## src/rtl/hilo_pkg.sv

```systemverilog
// Shared types and constants for the HI/LO register unit.
package hilo_pkg;
    localparam int WIDTH     = 32;
    localparam int DIV_ITERS = 32;
    localparam int CNT_W     = 5;

    typedef enum logic [2:0] {
        NOP     = 3'd0,
        MULT_WR = 3'd1,
        DIV     = 3'd2,
        DIVU    = 3'd3,
        MTHI    = 3'd4,
        MTLO    = 3'd5
    } op_e;

    typedef enum logic [1:0] {
        IDLE = 2'd0,
        RUN  = 2'd1,
        FIX  = 2'd2
    } state_e;

    function automatic logic [WIDTH-1:0] cond_neg(input logic [WIDTH-1:0] v, input logic neg);
        return neg ? -v : v;
    endfunction
endpackage

```

## src/rtl/hilo_unit_div_step.sv

```systemverilog
// One combinational restoring-division iteration on magnitudes.
module div_step
    import hilo_pkg::*;
(
    input  logic [WIDTH-1:0] rem_i,
    input  logic [WIDTH-1:0] quo_i,
    input  logic [WIDTH-1:0] divisor_i,
    output logic [WIDTH-1:0] rem_o,
    output logic [WIDTH-1:0] quo_o
);
    // One extra bit so a remainder >= 2^31 cannot overflow when shifted.
    logic [WIDTH:0] shifted;
    logic [WIDTH:0] diff;
    logic           ge;

    always_comb begin
        shifted = {rem_i, quo_i[WIDTH-1]};
        diff    = shifted - {1'b0, divisor_i};
        ge      = shifted >= {1'b0, divisor_i};
        rem_o   = ge ? diff[WIDTH-1:0] : shifted[WIDTH-1:0];
        quo_o   = {quo_i[WIDTH-2:0], ge};
    end
endmodule

```

## src/rtl/hilo_unit.sv

```systemverilog
// HI/LO register file with single-cycle writes and a fixed 34-edge iterative divider.
module hilo_unit #(
    parameter int WIDTH = 32
) (
    input  logic               clk,
    input  logic               rstN,
    input  logic               start,
    input  logic [2:0]         op,
    input  logic [WIDTH-1:0]   inpA,
    input  logic [WIDTH-1:0]   inpB,
    input  logic [2*WIDTH-1:0] inpProd,
    output logic               busy,
    output logic               done,
    output logic               divByZero,
    output logic [WIDTH-1:0]   outHi,
    output logic [WIDTH-1:0]   outLo
);
    import hilo_pkg::*;

    localparam logic [CNT_W-1:0] LAST_ITER = CNT_W'(DIV_ITERS - 1);

    state_e           state_q, state_d;
    logic [WIDTH-1:0] hi_q, hi_d, lo_q, lo_d;
    logic [WIDTH-1:0] rem_q, rem_d, quo_q, quo_d, dvs_q, dvs_d;
    logic [CNT_W-1:0] cnt_q, cnt_d;
    logic             negq_q, negq_d, negr_q, negr_d;
    logic             done_q, done_d, dbz_q, dbz_d;

    logic [WIDTH-1:0] step_rem, step_quo;
    op_e              op_s;
    logic             accept, is_signed;

    div_step u_div_step (
        .rem_i     (rem_q),
        .quo_i     (quo_q),
        .divisor_i (dvs_q),
        .rem_o     (step_rem),
        .quo_o     (step_quo)
    );

    assign op_s      = op_e'(op);
    assign accept    = start && (state_q == IDLE) && (op_s != NOP);
    assign is_signed = (op_s == DIV);

    always_comb begin
        state_d = state_q;
        hi_d    = hi_q;
        lo_d    = lo_q;
        rem_d   = rem_q;
        quo_d   = quo_q;
        dvs_d   = dvs_q;
        cnt_d   = cnt_q;
        negq_d  = negq_q;
        negr_d  = negr_q;
        dbz_d   = dbz_q;
        done_d  = 1'b0;
        case (state_q)
            IDLE: begin
                if (accept) begin
                    dbz_d = 1'b0;
                    case (op_s)
                        MULT_WR: begin
                            hi_d   = inpProd[2*WIDTH-1:WIDTH];
                            lo_d   = inpProd[WIDTH-1:0];
                            done_d = 1'b1;
                        end
                        MTHI: begin
                            hi_d   = inpA;
                            done_d = 1'b1;
                        end
                        MTLO: begin
                            lo_d   = inpA;
                            done_d = 1'b1;
                        end
                        DIV, DIVU: begin
                            if (inpB == '0) begin
                                hi_d   = inpA;
                                lo_d   = '1;
                                dbz_d  = 1'b1;
                                done_d = 1'b1;
                            end else begin
                                // Divide magnitudes; signs are restored in FIX.
                                rem_d   = '0;
                                quo_d   = cond_neg(inpA, is_signed && inpA[WIDTH-1]);
                                dvs_d   = cond_neg(inpB, is_signed && inpB[WIDTH-1]);
                                negq_d  = is_signed && (inpA[WIDTH-1] ^ inpB[WIDTH-1]);
                                negr_d  = is_signed && inpA[WIDTH-1];
                                cnt_d   = '0;
                                state_d = RUN;
                            end
                        end
                        default: ;
                    endcase
                end
            end
            RUN: begin
                rem_d = step_rem;
                quo_d = step_quo;
                cnt_d = cnt_q + CNT_W'(1);
                if (cnt_q == LAST_ITER) begin
                    state_d = FIX;
                end
            end
            FIX: begin
                lo_d    = cond_neg(quo_q, negq_q);
                hi_d    = cond_neg(rem_q, negr_q);
                done_d  = 1'b1;
                state_d = IDLE;
            end
            default: state_d = IDLE;
        endcase
    end

    always_ff @(posedge clk or negedge rstN) begin
        if (!rstN) begin
            state_q <= IDLE;
            hi_q    <= '0;
            lo_q    <= '0;
            rem_q   <= '0;
            quo_q   <= '0;
            dvs_q   <= '0;
            cnt_q   <= '0;
            negq_q  <= 1'b0;
            negr_q  <= 1'b0;
            done_q  <= 1'b0;
            dbz_q   <= 1'b0;
        end else begin
            state_q <= state_d;
            hi_q    <= hi_d;
            lo_q    <= lo_d;
            rem_q   <= rem_d;
            quo_q   <= quo_d;
            dvs_q   <= dvs_d;
            cnt_q   <= cnt_d;
            negq_q  <= negq_d;
            negr_q  <= negr_d;
            done_q  <= done_d;
            dbz_q   <= dbz_d;
        end
    end

    assign busy      = (state_q != IDLE);
    assign done      = done_q;
    assign divByZero = dbz_q;
    assign outHi     = hi_q;
    assign outLo     = lo_q;
endmodule

```

## config.mk

```make
export PLATFORM = sky130hd
export DESIGN_NAME = hilo_unit
export DESIGN_NICKNAME = d
export VERILOG_FILES = /design/src/rtl/hilo_pkg.sv /design/src/rtl/hilo_unit_div_step.sv /design/src/rtl/hilo_unit.sv
export SDC_FILE = /design/constraint.sdc
export NUM_CORES = 1
export LEC_CHECK = 0
export BUFFER_PORTS_ARGS = -buffer_cell sky130_fd_sc_hd__buf_2
export CAP_MARGIN = 20
export CORE_MARGIN = 4
export CORE_UTILIZATION = 48
export CTS_BUF_LIST = sky130_fd_sc_hd__clkbuf_8 sky130_fd_sc_hd__clkbuf_16
export DETAILED_ROUTE_END_ITERATION = 7
export PLACE_DENSITY = 0.69
export SETUP_SLACK_MARGIN = 0.3
export SYNTH_ARGS = -nofsm -noshare
export SYNTH_HDL_FRONTEND = slang
export SYNTH_SLANG_ARGS = --single-unit
```

## constraint.sdc

```tcl
create_clock -name clk -period 8.84 [get_ports clk]
set_input_delay 1.326 -clock clk [delete_from_list [all_inputs] [get_ports clk]]
set_output_delay 1.326 -clock clk [all_outputs]
set_load 0.1 [all_outputs]
```

==> impl_metrics.prom, run 1 <==
# TYPE chip_impl_metric gauge
chip_impl_metric{name="synthSimpleGateAreaFrac",unit="%"} 19.1
chip_impl_metric{name="vias_per_cell",unit=""} 5.97
chip_impl_metric{name="cp_slowest_stage_delay",unit="ns"} 0.73
chip_impl_info{name="yosys.cell_count.top_type",value="sky130_fd_sc_hd__nand2_1"} 1
chip_impl_metric{name="dpl-instance-area",unit="sq um"} 13700
chip_impl_metric{name="critPathArrivalTime",unit="ns"} 5.46
chip_impl_metric{name="grtUsageTotal",unit="%"} 26.7
chip_impl_metric{name="route.vias.total",unit=""} 12200
chip_impl_metric{name="cts-hold-fix-buffers",unit=""} 0
chip_impl_metric{name="cts_made_buffers",unit=""} 17
chip_impl_info{name="synthTopCellsByArea",value="sky130_fd_sc_hd__dfrtp_1, sky130_fd_sc_hd__o21ai_0, sky130_fd_sc_hd__a21oi_1"} 1
chip_impl_metric{name="final-max-slew-violation-count",unit=""} 0
chip_impl_metric{name="period_share",unit="%"} 58.5
chip_impl_info{name="worstReg2RegStart",value="quo_q[31]"} 1
chip_impl_metric{name="route.met2.wl",unit="um"} 17600
chip_impl_metric{name="synth-compound-area-share",unit="%"} 25.0
chip_impl_metric{name="count_of_antenna_diodes_in_the_layout",unit=""} 0
chip_impl_metric{name="critPathRequiredTime",unit="ns"} 9.13
chip_impl_metric{name="grt_first_pass_wirelength",unit="um"} 61000
chip_impl_metric{name="drt-wirelength-per-cell",unit="um"} 19.3
chip_impl_metric{name="asyncSetResetFlopFracSynth",unit="%"} 100
chip_impl_metric{name="routed_metal_1_wirelength",unit="um"} 17800
chip_impl_metric{name="fp.dieArea",unit="sq um"} 28600
chip_impl_info{name="r2r-end",value="rem_q[28]"} 1
chip_impl_metric{name="area_delta_synth_final",unit="%"} 14.1
chip_impl_info{name="timing.setup.critical_path_class",value="input pin to register"} 1
chip_impl_metric{name="cellPowerDensity",unit="nW/um^2"} 448
chip_impl_metric{name="grt_start_max_net_pins",unit=""} 98
chip_impl_metric{name="floorplan.rows",unit=""} 58
chip_impl_metric{name="worst_reg2reg_setup_slack",unit="ns"} 5.30
chip_impl_metric{name="dr_wl_met3",unit="um"} 3080
chip_impl_metric{name="yosys.area_share.adder",unit="%"} 3.97
chip_impl_metric{name="synth_top_area_share",unit="%"} 34.3
chip_impl_info{name="synth_commonest_cells",value="sky130_fd_sc_hd__nand2_1, sky130_fd_sc_hd__dfrtp_1, sky130_fd_sc_hd__o21ai_0"} 1
chip_impl_metric{name="final_layout_size_suffix_gt1_share",unit="%"} 16.3
chip_impl_metric{name="cts_setup_buffers",unit=""} 0
chip_impl_info{name="critPathSlowestCell",value="sky130_fd_sc_hd__o21bai_4"} 1
chip_impl_metric{name="synthesis.instances",unit=""} 1561
chip_impl_info{name="cts_tree",value="yes"} 1
chip_impl_metric{name="initial_utilization",unit="%"} 49.1
chip_impl_metric{name="gp_routability_congestion",unit=""} 0.962
chip_impl_info{name="largest_family_of_logic_cells_by_synthesized_area",value="compound AO/OA/AOI/OAI gates"} 1
chip_impl_info{name="timing.critical_path.to_type",value="register"} 1
chip_impl_metric{name="maxCapViolations",unit=""} 0
chip_impl_metric{name="setup_viol",unit=""} 0
chip_impl_metric{name="synthMuxAreaShare",unit="%"} 2.66
chip_impl_info{name="timing.critical_path.from_type",value="input pin"} 1
chip_impl_info{name="crit_chain",value="buf_2, or3_1, nor3b_1, nor4b_2, nand4bb_2, nor2b_2, buf_4, o21bai_4, buf_4, o21ai_0"} 1
chip_impl_metric{name="synth_area",unit="sq um"} 12500
chip_impl_metric{name="die_x",unit="um"} 169
chip_impl_metric{name="io_buffer_count",unit=""} 200
chip_impl_metric{name="antenna_found_initial",unit=""} 2
chip_impl_metric{name="syn-mean-instance-area",unit="sq um"} 7.99
chip_impl_metric{name="detail_route.wirelength",unit="um"} 39500
chip_impl_metric{name="route.detailed.drc",unit=""} 0
chip_impl_metric{name="clock-sinks",unit=""} 171
chip_impl_metric{name="yosysWarnings",unit=""} 0
chip_impl_metric{name="period_needed",unit="ns"} 5.17
chip_impl_info{name="cts_root_buf",value="sky130_fd_sc_hd__clkbuf_16"} 1
chip_impl_metric{name="leakagePower",unit="nW"} 6.28
chip_impl_metric{name="cts.path.max_buffers",unit=""} 2
chip_impl_info{name="synth_top_area_cell",value="sky130_fd_sc_hd__dfrtp_1"} 1
chip_impl_metric{name="finalInstanceArea",unit="sq um"} 14200
chip_impl_info{name="critical_path.most_common_cell",value="sky130_fd_sc_hd__buf_4"} 1
chip_impl_metric{name="die_height",unit="um"} 169
chip_impl_metric{name="fin_worst_skew",unit="ns"} 0.0130
chip_impl_metric{name="r2r_cells",unit=""} 13
chip_impl_metric{name="worstMarginPinSlew",unit="ns"} 1.09
chip_impl_info{name="status",value="finished clean"} 1
chip_impl_metric{name="tns",unit="ns"} 0
chip_impl_metric{name="clk-insertion-delay-late",unit="ns"} 0.44
chip_impl_metric{name="ios",unit=""} 201
chip_impl_metric{name="slew_headroom",unit="%"} 27.2
chip_impl_metric{name="preCtsSetupSlack",unit="ns"} 3.24
chip_impl_metric{name="fmax",unit="MHz"} 193
chip_impl_metric{name="worst_ir_drop_vdd",unit="uV"} 351
chip_impl_metric{name="route.antenna.remaining_nets",unit=""} 0
chip_impl_metric{name="fin_ws",unit="ns"} 3.67
chip_impl_metric{name="grt-ovfl-total",unit=""} 0
chip_impl_metric{name="clock_tree.htree_level_count",unit=""} 4
chip_impl_metric{name="coreArea",unit="sq um"} 25400
chip_impl_metric{name="synth_xor_area_share",unit="%"} 10.1
chip_impl_info{name="critPathCapture",value="quo_q[8]"} 1
chip_impl_metric{name="filler_cell_count",unit=""} 2458
chip_impl_metric{name="via_count_of_the_first_global_routing_pass",unit=""} 11000
chip_impl_metric{name="synth_edf_count",unit=""} 0
chip_impl_info{name="critPathLaunch",value="inpB[2]"} 1
chip_impl_metric{name="post_cts_resized",unit=""} 0
chip_impl_metric{name="drt_iter0_drc",unit=""} 1459
chip_impl_metric{name="yosysUniqueCellTypes",unit=""} 68
chip_impl_info{name="grt_setup_unrepaired",value="false"} 1
chip_impl_metric{name="synth_nets",unit=""} 1734
chip_impl_metric{name="nNetsFinal",unit=""} 1870
chip_impl_metric{name="synth.ff_latch_count",unit=""} 171
chip_impl_info{name="routed.top_layer",value="met5"} 1
chip_impl_info{name="ys.flop_type",value="sky130_fd_sc_hd__dfrtp_1"} 1
chip_impl_metric{name="synth.yosys.seq_area_share",unit="%"} 34.3
chip_impl_info{name="hold_path_class",value="register to register"} 1
chip_impl_metric{name="final_count_of_hold_timing_violations",unit=""} 0
chip_impl_metric{name="cts.clk_slew.worst_paths",unit="ns"} 0.07
chip_impl_metric{name="first_pass_iters",unit=""} 6
chip_impl_metric{name="crit_path_max_fanout",unit=""} 60
chip_impl_metric{name="dpl.hpwl",unit="um"} 29600
cells in the final DEF, fill, tap and decap left out, types with 20 or more instances in the layout:
master,count
sky130_fd_sc_hd__nor3_1,59
sky130_fd_sc_hd__buf_2,199
sky130_fd_sc_hd__a21oi_1,153
sky130_fd_sc_hd__or3_1,23
sky130_fd_sc_hd__o31ai_1,27
sky130_fd_sc_hd__ha_1,38
sky130_fd_sc_hd__a22o_1,20
sky130_fd_sc_hd__o21ai_0,167
sky130_fd_sc_hd__a211oi_1,36
sky130_fd_sc_hd__nand2_1,191
sky130_fd_sc_hd__xnor2_1,68
sky130_fd_sc_hd__xor2_1,76
sky130_fd_sc_hd__inv_1,59
sky130_fd_sc_hd__dfrtp_1,171
sky130_fd_sc_hd__mux2i_1,32
sky130_fd_sc_hd__nor2_1,119
routing by layer:
layer,vias up,track usage (%)
met5,-,0
met4,4,7.25
met3,59,4.45
met2,543,42.2
met1,5719,38.1
li1,5845,-
sequential cells by signal (all words and copies together), names as in the netlist:
name and flops:
negr_q 1, dvs_q 32, divByZero 1, quo_q 32, state_q 2, negq_q 1
done 1, outHi 32, rem_q 32, cnt_q 5, outLo 32
cell type report:
| class | instances | area, sq um | area share, % |
|---|---|---|---|
| clock inverters | 15 | 128 | 0.897 |
| repair buffers | 213 | 1120 | 7.90 |
| inverters | 58 | 218 | 1.53 |
| clock buffers | 17 | 425 | 2.99 |
| well taps | 330 | 413 | 2.90 |
| flip-flops and latches | 171 | 4280 | 30.1 |
| multi-input cells | 1236 | 7650 | 53.7 |
cell families after synthesis:
| family | after synthesis |
|---|---|
| xor+xnor | 144 |
| simple gates | 506 |
| mux | 33 |
| compound gates | 514 |
| buf+inv | 154 |
| flops | 171 |
| fa+ha+maj | 39 |
per-stage QoR:
step / total power [mW] / util [%] / hold slack [ns] / std cells
6_report: 6.38 / 56.0 / 0.473 / 2040
5_1_grt: 6.80 / 56.0 / 0.505 / 2040
4_1_cts: 6.34 / 55.9 / 0.483 / 2039
3_5_place_dp: 5.60 / 53.8 / 0.466 / 2007
3_3_place_gp: 5.52 / 53.8 / 0.461 / 2007
2_1_floorplan: 4.69 / - / 0.450 / 1561
power by group:
group,switching [mW],internal [mW],total [mW]
combinational,2.80,1.28,4.08
sequential,0.422,1.16,1.58
clock,0.337,0.388,0.725
total,3.56,2.82,6.38
critical path, delay by kind of cell:
family	cells	cell delay [ns]
AND/OR/NAND/NOR	5	2.25
buffers and inverters	3	0.94
AO/OA/AOI/OAI	2	0.92
worst min path at each step:
stage / startpoint / to / slack, ns / cells after the start
floorplan: dvs_q[13] / dvs_q[13] / 0.45 / 2
global placement: outHi[5] / outHi[5] / 0.46 / 2
detailed placement: outHi[5] / outHi[5] / 0.47 / 2
CTS: outHi[5] / outHi[5] / 0.48 / 2
global route: outHi[12] / outHi[12] / 0.50 / 2
finish: outHi[5] / outHi[5] / 0.47 / 2
(Power assumes the default switching activity.)
==> inputs of run 2 (changes only) <==
--- a/config.mk
+++ b/config.mk
@@ -11,7 +11,7 @@
 export CORE_UTILIZATION = 48
 export CTS_BUF_LIST = sky130_fd_sc_hd__clkbuf_8 sky130_fd_sc_hd__clkbuf_16
 export DETAILED_ROUTE_END_ITERATION = 7
-export PLACE_DENSITY = 0.69
+export PLACE_DENSITY = 0.72
 export SETUP_SLACK_MARGIN = 0.3
 export SYNTH_ARGS = -nofsm -noshare
 export SYNTH_HDL_FRONTEND = slang
==> constraint.sdc (replaced) <==
create_clock -name clk -period 4.7 [get_ports clk]
set_input_delay 0.705 -clock clk [delete_from_list [all_inputs] [get_ports clk]]
set_output_delay 0.705 -clock clk [all_outputs]
set_load 0.1 [all_outputs]
==> run 2 against run 1 <==
  * Power grew 90%
  * Sequential share of layout area shrank 0.23 points
  * Routed wire length is essentially flat
  * First-iteration DRC count shrank 10%
  * Final cell count grew 0.59%
  * Sequential power grew 90%
  * Non-clock buffer count grew 10
  * Worst hold slack lost 0.13 ns
  * Core utilization grew 0.43 points
  * Setup slack lost 2.5 ns
  * Combinational power grew 89%
  * Largest cell class unchanged
  * Critical endpoint is now rem_q[19]
  * Critical path type unchanged
  * Critical path depth is the same
==> impl_metrics.prom, run 2 (synthesis results as in run 1) <==
# TYPE chip_impl_metric gauge
chip_impl_info{name="status",value="finished clean"} 1
chip_impl_metric{name="setup_viol",unit=""} 0
chip_impl_metric{name="gp_routability_congestion",unit=""} 0.924
chip_impl_metric{name="filler_cell_count",unit=""} 2387
chip_impl_metric{name="worstMarginPinSlew",unit="ns"} 1.09
chip_impl_info{name="timing.critical_path.to_type",value="register"} 1
chip_impl_info{name="most_common_library_cell_in_the_layout_ignoring_fill_and_taps",value="sky130_fd_sc_hd__buf_2"} 1
chip_impl_metric{name="antenna_found_initial",unit=""} 4
chip_impl_metric{name="non_filler_instances",unit=""} 2052
chip_impl_metric{name="final_layout_size_suffix_gt1_share",unit="%"} 16.9
chip_impl_metric{name="r2r_cells",unit=""} 13
chip_impl_metric{name="ios",unit=""} 201
chip_impl_metric{name="die_x",unit="um"} 169
chip_impl_metric{name="grt-ovfl-total",unit=""} 0
chip_impl_metric{name="detail_route.wirelength",unit="um"} 39400
chip_impl_metric{name="post_cts_resized",unit=""} 0
chip_impl_metric{name="placed_cells",unit=""} 2018
chip_impl_metric{name="finalInstanceArea",unit="sq um"} 14300
chip_impl_metric{name="cts_setup_buffers",unit=""} 0
chip_impl_metric{name="route.detailed.drc",unit=""} 0
chip_impl_metric{name="clk-insertion-delay-late",unit="ns"} 0.44
chip_impl_metric{name="worst_ir_drop_vdd",unit="uV"} 671
chip_impl_metric{name="critPathArrivalTime",unit="ns"} 3.90
chip_impl_metric{name="critPathRequiredTime",unit="ns"} 5.05
chip_impl_metric{name="worst_reg2reg_setup_slack",unit="ns"} 1.18
chip_impl_metric{name="fmax",unit="MHz"} 281
chip_impl_metric{name="area_delta_synth_final",unit="%"} 15.0
chip_impl_metric{name="route.antenna.remaining_nets",unit=""} 0
chip_impl_metric{name="leakagePower",unit="nW"} 6.35
chip_impl_metric{name="tns",unit="ns"} 0
chip_impl_metric{name="cts-hold-fix-buffers",unit=""} 0
chip_impl_info{name="cts_tree",value="yes"} 1
chip_impl_metric{name="clock-sinks",unit=""} 171
chip_impl_metric{name="drt_iter0_drc",unit=""} 1306
chip_impl_metric{name="coreArea",unit="sq um"} 25400
chip_impl_metric{name="grt_first_pass_wirelength",unit="um"} 61400
chip_impl_metric{name="period_share",unit="%"} 75.7
chip_impl_metric{name="fin_ws",unit="ns"} 1.14
chip_impl_info{name="layout_common_cells",value="sky130_fd_sc_hd__buf_2, sky130_fd_sc_hd__nand2_1, sky130_fd_sc_hd__dfrtp_1"} 1
chip_impl_metric{name="crit_path_max_fanout",unit=""} 23
chip_impl_info{name="timing.critical_path.from_type",value="input pin"} 1
chip_impl_metric{name="grtUsageTotal",unit="%"} 26.8
chip_impl_metric{name="initial_utilization",unit="%"} 49.1
chip_impl_info{name="timing.setup.critical_path_class",value="input pin to register"} 1
chip_impl_metric{name="slew_headroom",unit="%"} 27.4
chip_impl_info{name="cts_root_buf",value="sky130_fd_sc_hd__clkbuf_16"} 1
chip_impl_metric{name="grt_start_max_net_pins",unit=""} 98
chip_impl_metric{name="cellPowerDensity",unit="nW/um^2"} 846
chip_impl_metric{name="period_needed",unit="ns"} 3.56
chip_impl_metric{name="io_buffer_count",unit=""} 200
chip_impl_metric{name="fp.dieArea",unit="sq um"} 28600
chip_impl_metric{name="maxCapViolations",unit=""} 0
chip_impl_metric{name="die_height",unit="um"} 169
chip_impl_metric{name="dpl-instance-area",unit="sq um"} 13700
chip_impl_info{name="hold_path_class",value="input pin to async pin"} 1
chip_impl_info{name="worstReg2RegStart",value="quo_q[31]"} 1
chip_impl_metric{name="clock_tree.htree_level_count",unit=""} 4
chip_impl_metric{name="holdWs",unit="ns"} 0.339
chip_impl_info{name="grt_setup_unrepaired",value="false"} 1
chip_impl_metric{name="nNetsFinal",unit=""} 1880
chip_impl_metric{name="via_count_of_the_first_global_routing_pass",unit=""} 11200
chip_impl_metric{name="cts.path.max_buffers",unit=""} 2
chip_impl_metric{name="floorplan.rows",unit=""} 58
chip_impl_metric{name="fin_worst_skew",unit="ns"} 0.0131
chip_impl_metric{name="dpl.hpwl",unit="um"} 30100
chip_impl_metric{name="fin_total_pwr",unit="mW"} 12.1
chip_impl_metric{name="final-max-slew-violation-count",unit=""} 0
chip_impl_metric{name="drt-wirelength-per-cell",unit="um"} 19.2
chip_impl_metric{name="first_pass_iters",unit=""} 5
chip_impl_metric{name="layout.area.seq",unit="sq um"} 4280
chip_impl_metric{name="final_count_of_hold_timing_violations",unit=""} 0
chip_impl_metric{name="cts_made_buffers",unit=""} 17
chip_impl_metric{name="utilization",unit="%"} 56.5
chip_impl_metric{name="route.vias.total",unit=""} 12200
chip_impl_metric{name="vias_per_cell",unit=""} 5.93
chip_impl_metric{name="multi_input_area",unit="sq um"} 7650
chip_impl_metric{name="cts.clk_slew.worst_paths",unit="ns"} 0.08
chip_impl_metric{name="preCtsSetupSlack",unit="ns"} 0.748
chip_impl_info{name="r2r-end",value="rem_q[28]"} 1
run 2: changes by cell type in the layout (fill, tap and decap cells not counted), sizes merged:
cell,previous run,this run
bufinv,1,2
clkinvlp,5,1
diode,0,3
inv,63,65
buf,213,223
run 2: worst max-delay path by stage:
stage / start / end / slack (ns) / depth (start not counted)
floorplan: inpA[1] / quo_q[24] / 1.48 / 11
global placement: inpB[21] / rem_q[24] / 0.84 / 10
detailed placement: inpB[12] / rem_q[19] / 0.75 / 10
CTS: inpB[12] / rem_q[19] / 1.17 / 10
global route: quo_q[31] / rem_q[28] / 0.90 / 13
finish: inpB[12] / rem_q[19] / 1.14 / 10
run 2: worst max-delay path, stage by stage:
cell,delay [ns]
sky130_fd_sc_hd__buf_2,0.11
sky130_fd_sc_hd__or4_1,0.56
sky130_fd_sc_hd__nor4_1,0.35
sky130_fd_sc_hd__nor3b_1,0.49
sky130_fd_sc_hd__nand4bb_2,0.34
sky130_fd_sc_hd__nor2b_2,0.28
sky130_fd_sc_hd__o21bai_4,0.52
sky130_fd_sc_hd__buf_4,0.32
sky130_fd_sc_hd__a32oi_1,0.08
sky130_fd_sc_hd__o21ai_0,0.13
run 2: routing by layer:
layer / global-route usage (%) / vias to the layer above / wire length, um
li1: - / 5857 / -
met1: 38.3 / 5749 / 17700
met2: 42.4 / 490 / 17700
met3: 3.66 / 60 / 2960
met4: 8.51 / 4 / 989
met5: 0 / - / 27
run 2: cell type report:
type	instances	share of cell area (%)
clock buffer	17	2.97
multi-input combinational	1236	53.3
antenna	3	0.0523
inverter	58	1.52
sequential	171	29.8
clock inverter	14	1.13
tap	330	2.88
timing repair buffer	223	8.31
run 2: power by group:
group | internal, mW | switching (mW)
clock network | 0.796 | 0.650
logic | 2.43 | 5.26
registers | 2.18 | 0.816
==> inputs of run 3 (changes only) <==
--- a/config.mk
+++ b/config.mk
@@ -11,7 +11,7 @@
 export CORE_UTILIZATION = 48
 export CTS_BUF_LIST = sky130_fd_sc_hd__clkbuf_8 sky130_fd_sc_hd__clkbuf_16
 export DETAILED_ROUTE_END_ITERATION = 7
-export PLACE_DENSITY = 0.72
+export PLACE_DENSITY = 0.69
 export SETUP_SLACK_MARGIN = 0.3
 export SYNTH_ARGS = -nofsm -noshare
 export SYNTH_HDL_FRONTEND = slang
==> constraint.sdc (replaced) <==
create_clock -name clk -period 3.4 [get_ports clk]
set_input_delay 0.51 -clock clk [delete_from_list [all_inputs] [get_ports clk]]
set_output_delay 0.51 -clock clk [all_outputs]
set_load 0.1 [all_outputs]
==> run 3 against run 2 <==
  * Sequential power is 36% higher
  * Final cell count is 2.1% higher
  * Combinational power is 45% higher
==> impl_metrics.prom, run 3 (synthesis results as in run 1) <==
# TYPE chip_impl_metric gauge
chip_impl_metric{name="via_count_of_the_first_global_routing_pass",unit=""} 11400
chip_impl_metric{name="route.antenna.remaining_nets",unit=""} 0
chip_impl_metric{name="fmax",unit="MHz"} 325
chip_impl_info{name="timing.critical_path.from_type",value="register"} 1
chip_impl_metric{name="utilization",unit="%"} 58.8
chip_impl_metric{name="gp_routability_congestion",unit=""} 0.947
chip_impl_metric{name="cts_made_buffers",unit=""} 17
chip_impl_metric{name="clk-insertion-delay-late",unit="ns"} 0.44
chip_impl_info{name="layout_common_cells",value="sky130_fd_sc_hd__buf_2, sky130_fd_sc_hd__nand2_1, sky130_fd_sc_hd__dfrtp_1"} 1
chip_impl_metric{name="cellPowerDensity",unit="nW/um^2"} 1160
chip_impl_metric{name="initial_utilization",unit="%"} 49.1
chip_impl_metric{name="grt_start_max_net_pins",unit=""} 74
chip_impl_metric{name="vias_per_cell",unit=""} 5.87
chip_impl_metric{name="cts-hold-fix-buffers",unit=""} 0
chip_impl_metric{name="grtUsageTotal",unit="%"} 27.4
chip_impl_info{name="grt_setup_unrepaired",value="true"} 1
chip_impl_info{name="timing.setup.critical_path_class",value="register to register"} 1
chip_impl_metric{name="worstMarginPinSlew",unit="ns"} 0.748
chip_impl_metric{name="area_delta_synth_final",unit="%"} 19.6
chip_impl_metric{name="setup_viol",unit=""} 0
chip_impl_metric{name="die_x",unit="um"} 169
chip_impl_metric{name="die_height",unit="um"} 169
chip_impl_metric{name="period_needed",unit="ns"} 3.08
chip_impl_metric{name="maxCapViolations",unit=""} 0
chip_impl_info{name="most_common_library_cell_in_the_layout_ignoring_fill_and_taps",value="sky130_fd_sc_hd__buf_2"} 1
chip_impl_metric{name="period_share",unit="%"} 90.5
chip_impl_metric{name="coreArea",unit="sq um"} 25400
chip_impl_metric{name="clock_tree.htree_level_count",unit=""} 4
chip_impl_metric{name="detail_route.wirelength",unit="um"} 40500
chip_impl_metric{name="nNetsFinal",unit=""} 1925
chip_impl_metric{name="floorplan.rows",unit=""} 58
chip_impl_metric{name="crit_path_max_fanout",unit=""} 5
chip_impl_info{name="cts_tree",value="yes"} 1
chip_impl_metric{name="final-max-slew-violation-count",unit=""} 0
chip_impl_metric{name="critPathArrivalTime",unit="ns"} 3.38
chip_impl_metric{name="drt_iter0_drc",unit=""} 1334
chip_impl_info{name="timing.critical_path.to_type",value="register"} 1
chip_impl_metric{name="ios",unit=""} 201
chip_impl_metric{name="route.vias.total",unit=""} 12300
chip_impl_info{name="hold_path_class",value="input pin to async pin"} 1
chip_impl_metric{name="critPathRequiredTime",unit="ns"} 3.70
chip_impl_metric{name="fp.dieArea",unit="sq um"} 28600
chip_impl_metric{name="tns",unit="ns"} 0
chip_impl_info{name="status",value="finished clean"} 1
chip_impl_metric{name="fin_worst_skew",unit="ns"} 0.0129
chip_impl_metric{name="first_pass_iters",unit=""} 6
chip_impl_metric{name="antenna_found_initial",unit=""} 2
chip_impl_metric{name="slew_headroom",unit="%"} 50.2
chip_impl_info{name="cts_root_buf",value="sky130_fd_sc_hd__clkbuf_16"} 1
chip_impl_metric{name="holdWs",unit="ns"} 0.0864
chip_impl_metric{name="cts.clk_slew.worst_paths",unit="ns"} 0.08
chip_impl_metric{name="worst_ir_drop_vdd",unit="uV"} 858
chip_impl_metric{name="leakagePower",unit="nW"} 6.62
chip_impl_metric{name="clock-sinks",unit=""} 171
chip_impl_metric{name="drt-wirelength-per-cell",unit="um"} 19.3
chip_impl_metric{name="grt_first_pass_wirelength",unit="um"} 62900
chip_impl_metric{name="route.detailed.drc",unit=""} 0
chip_impl_metric{name="io_buffer_count",unit=""} 200
chip_impl_metric{name="cts.path.max_buffers",unit=""} 2
chip_impl_metric{name="final_layout_size_suffix_gt1_share",unit="%"} 20.2
chip_impl_metric{name="dpl.hpwl",unit="um"} 31100
chip_impl_metric{name="final_count_of_hold_timing_violations",unit=""} 0
chip_impl_metric{name="grt-ovfl-total",unit=""} 0
chip_impl_metric{name="filler_cell_count",unit=""} 2357
## run 3: worst paths after layout
kind,start,endpoint,slack [ns],cells after the start
worst max-delay path,quo_q[8],outLo[31],0.32,8
min in group clk,inpB[1],dvs_q[1],0.36,3
worst min register to register,outHi[5],outHi[5],0.48,2
worst min-delay path,rstN,outLo[13],0.09,1
worst max register to register,quo_q[8],outLo[31],0.32,8
max in group asynchronous,rstN,rem_q[12],2.43,2
## run 3: layer usage
layer  routed length, um  global-route usage (%)
met1               18300                    39.9
met2               17900                    43.1
met3                3160                    3.47
met4                1210                    8.33
met5                  26                       0
## run 3: stage by stage
stage,setup slack (ns),cells,instance area [sq um],total power [mW]
2_1_floorplan,0.373,1561,12500,12.2
3_3_place_gp,0.0217,2058,14100,14.8
3_5_place_dp,-0.0276,2058,14100,14.9
4_1_cts,0.279,2090,14800,17.0
5_1_grt,0.193,2095,14900,18.5
6_report,0.324,2096,14900,17.4
## run 3: repair_timing
action	in CTS	in global routing
pin swaps	0	3
setup buffers	0	5
endpoints found under the setup margin	22	45
gates resized for setup	5	27
## run 3: worst max-delay path, cell delays in order, from the launching register on
cell                      delay [ns]
sky130_fd_sc_hd__dfrtp_1        0.47
sky130_fd_sc_hd__or4_1          0.62
sky130_fd_sc_hd__or3_1          0.47
sky130_fd_sc_hd__or2_2          0.32
sky130_fd_sc_hd__nor2_1         0.21
sky130_fd_sc_hd__nand2_1        0.14
sky130_fd_sc_hd__o31ai_2        0.28
sky130_fd_sc_hd__xnor2_1        0.31
sky130_fd_sc_hd__a21oi_1        0.13
## run 3: layout make-up
class / count / area [sq um] / share of cell area [%]
diodes: 1 / 2.50 / 0.0168
clock buffers: 17 / 425 / 2.85
clock inverters: 15 / 176 / 1.18
inverters: 58 / 218 / 1.46
multi-input cells: 1236 / 7770 / 52.0
flip-flops and latches: 171 / 4290 / 28.7
well taps: 330 / 413 / 2.77
repair buffers: 268 / 1640 / 11.0
## run 3: power breakdown
group	internal (mW)	switching, mW	leakage, nW
combinational	3.74	7.49	4.21
sequential	3.02	1.06	2.12
clock	1.06	0.984	0.298
